## src/rtl/fifo_read_if.sv

```systemverilog
// Handshake and data bundle between fifo_read, the byte FIFO and the frame requester.
// master = fifo_read side, slave = FIFO/requester side.
interface fifo_read_if;
  logic        fifo_empty;
  logic [7:0]  fifo_rxd;
  logic        fifo_rxen;
  logic        fs;
  logic        fd;
  logic [11:0] data_len;
  logic [7:0]  part;
  logic        err;
  logic [7:0]  err_cnt;

  modport master (
    input  fifo_empty, fifo_rxd, fs, data_len,
    output fifo_rxen, fd, part, err, err_cnt
  );

  modport slave (
    output fifo_empty, fifo_rxd, fs, data_len,
    input  fifo_rxen, fd, part, err, err_cnt
  );
endinterface

```

## src/rtl/fifo_read.sv

```systemverilog
// Drains one test-pattern frame (55 AA part 03 04 ..) per fs request and checks every byte.
// Define FIFO_READ_TIMEOUT_EN to add an idle-read watchdog that aborts a stalled frame.
module fifo_read #(
  parameter int unsigned TIMEOUT = 1024
) (
  input logic         clk_i,
  input logic         rst_ni,
  fifo_read_if.master bus
);

  localparam logic [1:0] StIdle = 2'd0;
  localparam logic [1:0] StPrep = 2'd1;
  localparam logic [1:0] StWork = 2'd2;
  localparam logic [1:0] StLast = 2'd3;

  localparam logic [11:0] MinLen = 12'd4;
  localparam logic [11:0] MaxLen = 12'd128;

  if ((TIMEOUT < 2) || (TIMEOUT > 65535)) begin : g_timeout_range
    $error("fifo_read: TIMEOUT must be in 2..65535");
  end

  logic [1:0]  state_q, state_d;
  logic [11:0] len_q, len_d;
  logic [11:0] req_q, req_d;
  logic [11:0] chk_q, chk_d;
  logic        rd_vld_q;
  logic [7:0]  part_q, part_d;
  logic        err_q, err_d;
  logic [7:0]  err_cnt_q, err_cnt_d;
  logic        rxen;
  logic [7:0]  exp_byte;

`ifdef FIFO_READ_TIMEOUT_EN
  localparam logic [15:0] WdogLast = 16'(TIMEOUT - 1);
  logic [15:0] wdog_q, wdog_d;
`endif

  // Issue a read only while bytes remain to be requested, so the FIFO is never over-read.
  assign rxen = (state_q == StWork) && !bus.fifo_empty && (req_q < len_q);

  always_comb begin
    exp_byte = chk_q[7:0];
    if (chk_q == 12'd0) begin
      exp_byte = 8'h55;
    end else if (chk_q == 12'd1) begin
      exp_byte = 8'hAA;
    end
  end

  always_comb begin
    state_d   = state_q;
    len_d     = len_q;
    req_d     = req_q;
    chk_d     = chk_q;
    part_d    = part_q;
    err_d     = err_q;
    err_cnt_d = err_cnt_q;
`ifdef FIFO_READ_TIMEOUT_EN
    wdog_d    = wdog_q;
`endif

    case (state_q)
      StIdle: begin
        if (bus.fs) begin
          state_d = StPrep;
        end
      end

      StPrep: begin
        len_d     = bus.data_len;
        req_d     = '0;
        chk_d     = '0;
        err_d     = 1'b0;
        err_cnt_d = '0;
`ifdef FIFO_READ_TIMEOUT_EN
        wdog_d    = '0;
`endif
        if ((bus.data_len < MinLen) || (bus.data_len > MaxLen)) begin
          err_d   = 1'b1;
          state_d = StLast;
        end else begin
          state_d = StWork;
        end
      end

      StWork: begin
        if (rxen) begin
          req_d = req_q + 12'd1;
        end
        if (rd_vld_q) begin
          chk_d = chk_q + 12'd1;
          if (chk_q == 12'd2) begin
            part_d = bus.fifo_rxd;
          end else if (bus.fifo_rxd != exp_byte) begin
            err_d = 1'b1;
            if (err_cnt_q != 8'hFF) begin
              err_cnt_d = err_cnt_q + 8'd1;
            end
          end
          if (chk_q == (len_q - 12'd1)) begin
            state_d = StLast;
          end
        end
`ifdef FIFO_READ_TIMEOUT_EN
        // Watchdog only counts cycles without returned data; a timeout leaves err_cnt alone.
        if (rd_vld_q) begin
          wdog_d = '0;
        end else if (wdog_q == WdogLast) begin
          err_d   = 1'b1;
          state_d = StLast;
        end else begin
          wdog_d = wdog_q + 16'd1;
        end
`endif
      end

      StLast: begin
        if (!bus.fs) begin
          state_d = StIdle;
        end
      end

      default: begin
        state_d = StIdle;
      end
    endcase
  end

  always_ff @(posedge clk_i or negedge rst_ni) begin
    if (!rst_ni) begin
      state_q   <= StIdle;
      len_q     <= '0;
      req_q     <= '0;
      chk_q     <= '0;
      rd_vld_q  <= 1'b0;
      part_q    <= '0;
      err_q     <= 1'b0;
      err_cnt_q <= '0;
    end else begin
      state_q   <= state_d;
      len_q     <= len_d;
      req_q     <= req_d;
      chk_q     <= chk_d;
      rd_vld_q  <= rxen;
      part_q    <= part_d;
      err_q     <= err_d;
      err_cnt_q <= err_cnt_d;
    end
  end

`ifdef FIFO_READ_TIMEOUT_EN
  always_ff @(posedge clk_i or negedge rst_ni) begin
    if (!rst_ni) begin
      wdog_q <= '0;
    end else begin
      wdog_q <= wdog_d;
    end
  end
`endif

  assign bus.fifo_rxen = rxen;
  assign bus.fd        = (state_q == StLast);
  assign bus.part      = part_q;
  assign bus.err       = err_q;
  assign bus.err_cnt   = err_cnt_q;

endmodule

```

## src/flat_wrapper.sv

```systemverilog
// flat-port wrapper written by rule: the top's interface ports become plain ports
module fifo_read_flat 
#(
  parameter int unsigned TIMEOUT = 1024
)
  (clk_i, rst_ni, bus_fifo_empty, bus_fifo_rxd, bus_fs, bus_data_len, bus_fifo_rxen, bus_fd, bus_part, bus_err, bus_err_cnt);
  fifo_read_if bus_i ();
  input logic clk_i;
  input logic rst_ni;
  input wire logic [$bits(bus_i.fifo_empty)-1:0] bus_fifo_empty;
  input wire logic [$bits(bus_i.fifo_rxd)-1:0] bus_fifo_rxd;
  input wire logic [$bits(bus_i.fs)-1:0] bus_fs;
  input wire logic [$bits(bus_i.data_len)-1:0] bus_data_len;
  output wire logic [$bits(bus_i.fifo_rxen)-1:0] bus_fifo_rxen;
  output wire logic [$bits(bus_i.fd)-1:0] bus_fd;
  output wire logic [$bits(bus_i.part)-1:0] bus_part;
  output wire logic [$bits(bus_i.err)-1:0] bus_err;
  output wire logic [$bits(bus_i.err_cnt)-1:0] bus_err_cnt;
  assign bus_i.fifo_empty = bus_fifo_empty;
  assign bus_i.fifo_rxd = bus_fifo_rxd;
  assign bus_i.fs = bus_fs;
  assign bus_i.data_len = bus_data_len;
  assign bus_fifo_rxen = bus_i.fifo_rxen;
  assign bus_fd = bus_i.fd;
  assign bus_part = bus_i.part;
  assign bus_err = bus_i.err;
  assign bus_err_cnt = bus_i.err_cnt;
  fifo_read #(.TIMEOUT(TIMEOUT)) u_core (.clk_i(clk_i), .rst_ni(rst_ni), .bus(bus_i));
endmodule
```

## config.mk

```make
export PLATFORM = sky130hd
export DESIGN_NAME = fifo_read_flat
export DESIGN_NICKNAME = d
export VERILOG_FILES = /design/src/rtl/fifo_read_if.sv /design/src/rtl/fifo_read.sv /design/src/flat_wrapper.sv
export SDC_FILE = /design/constraint.sdc
export NUM_CORES = 1
export LEC_CHECK = 0
export CORE_UTILIZATION = 57
export DETAILED_ROUTE_END_ITERATION = 8
export GPL_ROUTABILITY_DRIVEN = 1
export GPL_TIMING_DRIVEN = 1
export PLACE_DENSITY_LB_ADDON = 0.2
export SYNTH_ARGS = -nofsm -noshare
export SYNTH_HDL_FRONTEND = slang
export SYNTH_SLANG_ARGS = --single-unit
```

## constraint.sdc

```tcl
create_clock -name clk_i -period 2.8 [get_ports clk_i]
set_input_delay 0.42 -clock clk_i [delete_from_list [all_inputs] [get_ports clk_i]]
set_output_delay 0.42 -clock clk_i [all_outputs]
set_load 0.02 [all_outputs]
```

==> results.ini <==
[status]
status=finished, final reports clean

[sta]
tightest_slew_ps=674
finalHoldViolCount=0
fmax_ghz=0.381
final.period_utilization=0.938
hold_slack_ps=130
rsz0062_at_grt=false
relSlewSlack=0.551
setup_violations=0
drv_slew=0
fin_skew_ps=9.13
finalSetupTns_ps=0
period_needed_ps=2630

[power]
p_per_area_nw_per_um2=689
vdd_ir_drop_max_mv=0.408
p_leak_nw=2.00

[route]
remaining_drc_errors=0
totalWireLength_mm=8.66
drt_iter0_markers=161
ant_nets=0
drt_first_pass_iters=4
route.vias.total=3247
wire_per_inst_um=15.9
avgViaCountPerCell=5.97

[synthesis]
synthesis.nets=461
synth.yosys.seq_area_share=0.372
syn_inst=414
synth_area_leaders=dfrtp_1, ha_1, nand2_1
synth_top_area_frac=0.372
syn_area_per_cell_um2=9.10
yosys_register_bits=56
yosys.area.top_type=dfrtp_1
synth-edff-count=0
synth_cell_types=62
synth_area_um2=3770
synth_flop_cell=dfrtp_1
ys_warn_count=0
postSynth.asyncResetShare=1.00

[clock_network]
htree_levels=2
clockBufferDepth=2
post_cts_buffers=0
cts_tree=built
ctsResizeCount=1
clkLatencyLatePin_ps=310
ctsRootBufferMaster=clkbuf_8
hold_buffers=0
clock-sinks=56
path_clk_slew_ps=100
cts_made_buffers=5

[global_routing]
grt_util_all_layers=0.261
antenna_found_initial=0
grt_max_degree=30
grt_pass1_wl_mm=14.8
grt_remaining_overflow=0
grt_pass1_vias=3201

[floorplanning]
rows=29
die_w_um=83.3
ios=43
dieHeight_um=83.3
core_um2=6350
dieArea_um2=6940
start_util=0.593

[setup_path]
cp.arrival_ps=2820
critPathMaxFanout=4
critPathLaunchType=register
endpoint_kind=register
crit_type=register to register
critPathRequiredTime_ps=2990

[placed_design]
dp_hpwl_mm=6.56
portBuffers=42
place.gp.congestion=0.880

[finish]
area_delta_synth_final_pct=18.8
fillers=489
num_antenna_cells=0
drive_gt1_frac=0.128
nets=513

[run]
drv_cap=0

[worst_hold_path]
hp-class=primary input to asynchronous set/reset pin

[kinds of logic (layout without fill, tap and decap cells)]
| logic type | count (synthesis) | count (layout) | share of synthesized area |
|---|---|---|---|
| AO/OA/AOI/OAI | 83 | 83 | 0.150 |
| multiplexers | 20 | 20 | 0.0561 |
| XOR/XNOR | 22 | 22 | 0.0512 |
| adder cells (fa/ha/maj) | 23 | 23 | 0.0764 |
| AND/OR/NAND/NOR | 168 | 168 | 0.250 |
| buffers and inverters | 42 | 95 | 0.0442 |
| flip-flops | 56 | 56 | 0.372 |
[per-layer routing]
layer | wire [um] | GRT usage | vias to the layer above
met2 | 4210 | 0.437 | 56
met5 | 0 | 0 | -
li1 | - | - | 1589
met4 | 199 | 0.0893 | 0
met3 | 272 | 0.0427 | 17
met1 | 3980 | 0.341 | 1585
[layout by cell type (no fill, tap or decap), types with 3 or more instances in the layout]
cell type,instances
nor3_1,7
nor2b_1,3
dfrtp_1,56
nand2b_1,5
xnor2_1,17
inv_1,25
a211o_1,3
or4_1,4
a31oi_1,6
a21oi_1,15
o21ai_0,23
or3_1,3
and3_1,7
a22o_1,3
clkdlybuf4s50_1,40
nand3_1,23
nand2_1,51
mux2i_1,11
ha_1,23
clkbuf_8,6
a31o_2,3
nor2_1,28
a21o_1,5
mux2_2,9
a211oi_1,5
o211ai_1,5
xor2_1,5
nand4_1,10
buf_4,19
[layout make-up]
class,instances,area [um2],area share
repair buffers,62,573,0.128
inverters,25,93.8,0.0210
well taps,77,96.3,0.0215
clock inverters,2,10.0,0.00224
clock buffers,6,82.6,0.0185
multi-input cells,316,2220,0.496
flip-flops and latches,56,1400,0.313
[metrics by stage]
stage	setup WS, ps	cell area, um2	total power [mW]	instances	util
after floorplan	305	3770	2.11	414	-
after global placement	109	4370	2.55	536	0.688
after detailed placement	26.0	4370	2.61	536	0.688
after CTS	22.7	4460	3.07	544	0.702
after global routing	46.7	4470	3.31	544	0.705
final	173	4470	3.08	544	0.705
[sequential cells by signal, summed over array words and instances, names as in the netlist]
| register | cells |
|---|---|
| u_core.bus.part | 8 |
| u_core.req_q | 12 |
| u_core.state_q | 2 |
| u_core.rd_vld_q | 1 |
| u_core.len_q | 12 |
| u_core.bus.err | 1 |
| u_core.chk_q | 12 |
| u_core.bus.err_cnt | 8 |
[synth_stat cells, types with 6 or more instances]
cell type  number
mux2_2          9
a21oi_1        15
mux2i_1        11
nand4_1        10
o21ai_0        23
nor3_1          7
clkbuf_1       14
dfrtp_1        56
nor2_1         28
and3_1          7
nand2_1        51
a31oi_1         6
nand3_1        23
ha_1           23
xnor2_1        17
inv_1          25
[worst max-delay path, cell delays in order (launching register included)]
cell and delay [ps]:
dfrtp_1 400, inv_1 100, ha_1 190, or4b_2 620, or3_1 390, a2111oi_4 370
a31o_2 220, and4b_1 180, a21oi_1 40
[final timing paths]
| check | from | slack, ps | cells after the start | end |
|---|---|---|---|---|
| max | u_core.len_q[1] | 170 | 8 | u_core.state_q[0] |
| max in group asynchronous | rst_ni | 2070 | 2 | u_core.chk_q[1] |
| min in group clk_i | u_core.bus.err_cnt[6] | 510 | 1 | u_core.bus.err_cnt[6] |
| max reg2reg | u_core.len_q[1] | 170 | 8 | u_core.state_q[0] |
| min reg2reg | u_core.bus.err_cnt[6] | 510 | 1 | u_core.bus.err_cnt[6] |
| min | rst_ni | 130 | 1 | u_core.chk_q[10] |
[where the power goes]
group / internal, mW / switching [mW]
combinational: 0.602 / 0.938
sequential: 0.942 / 0.146
clock: 0.198 / 0.257
total: 1.74 / 1.34
Note: power is estimated with default switching activity, not from simulation.
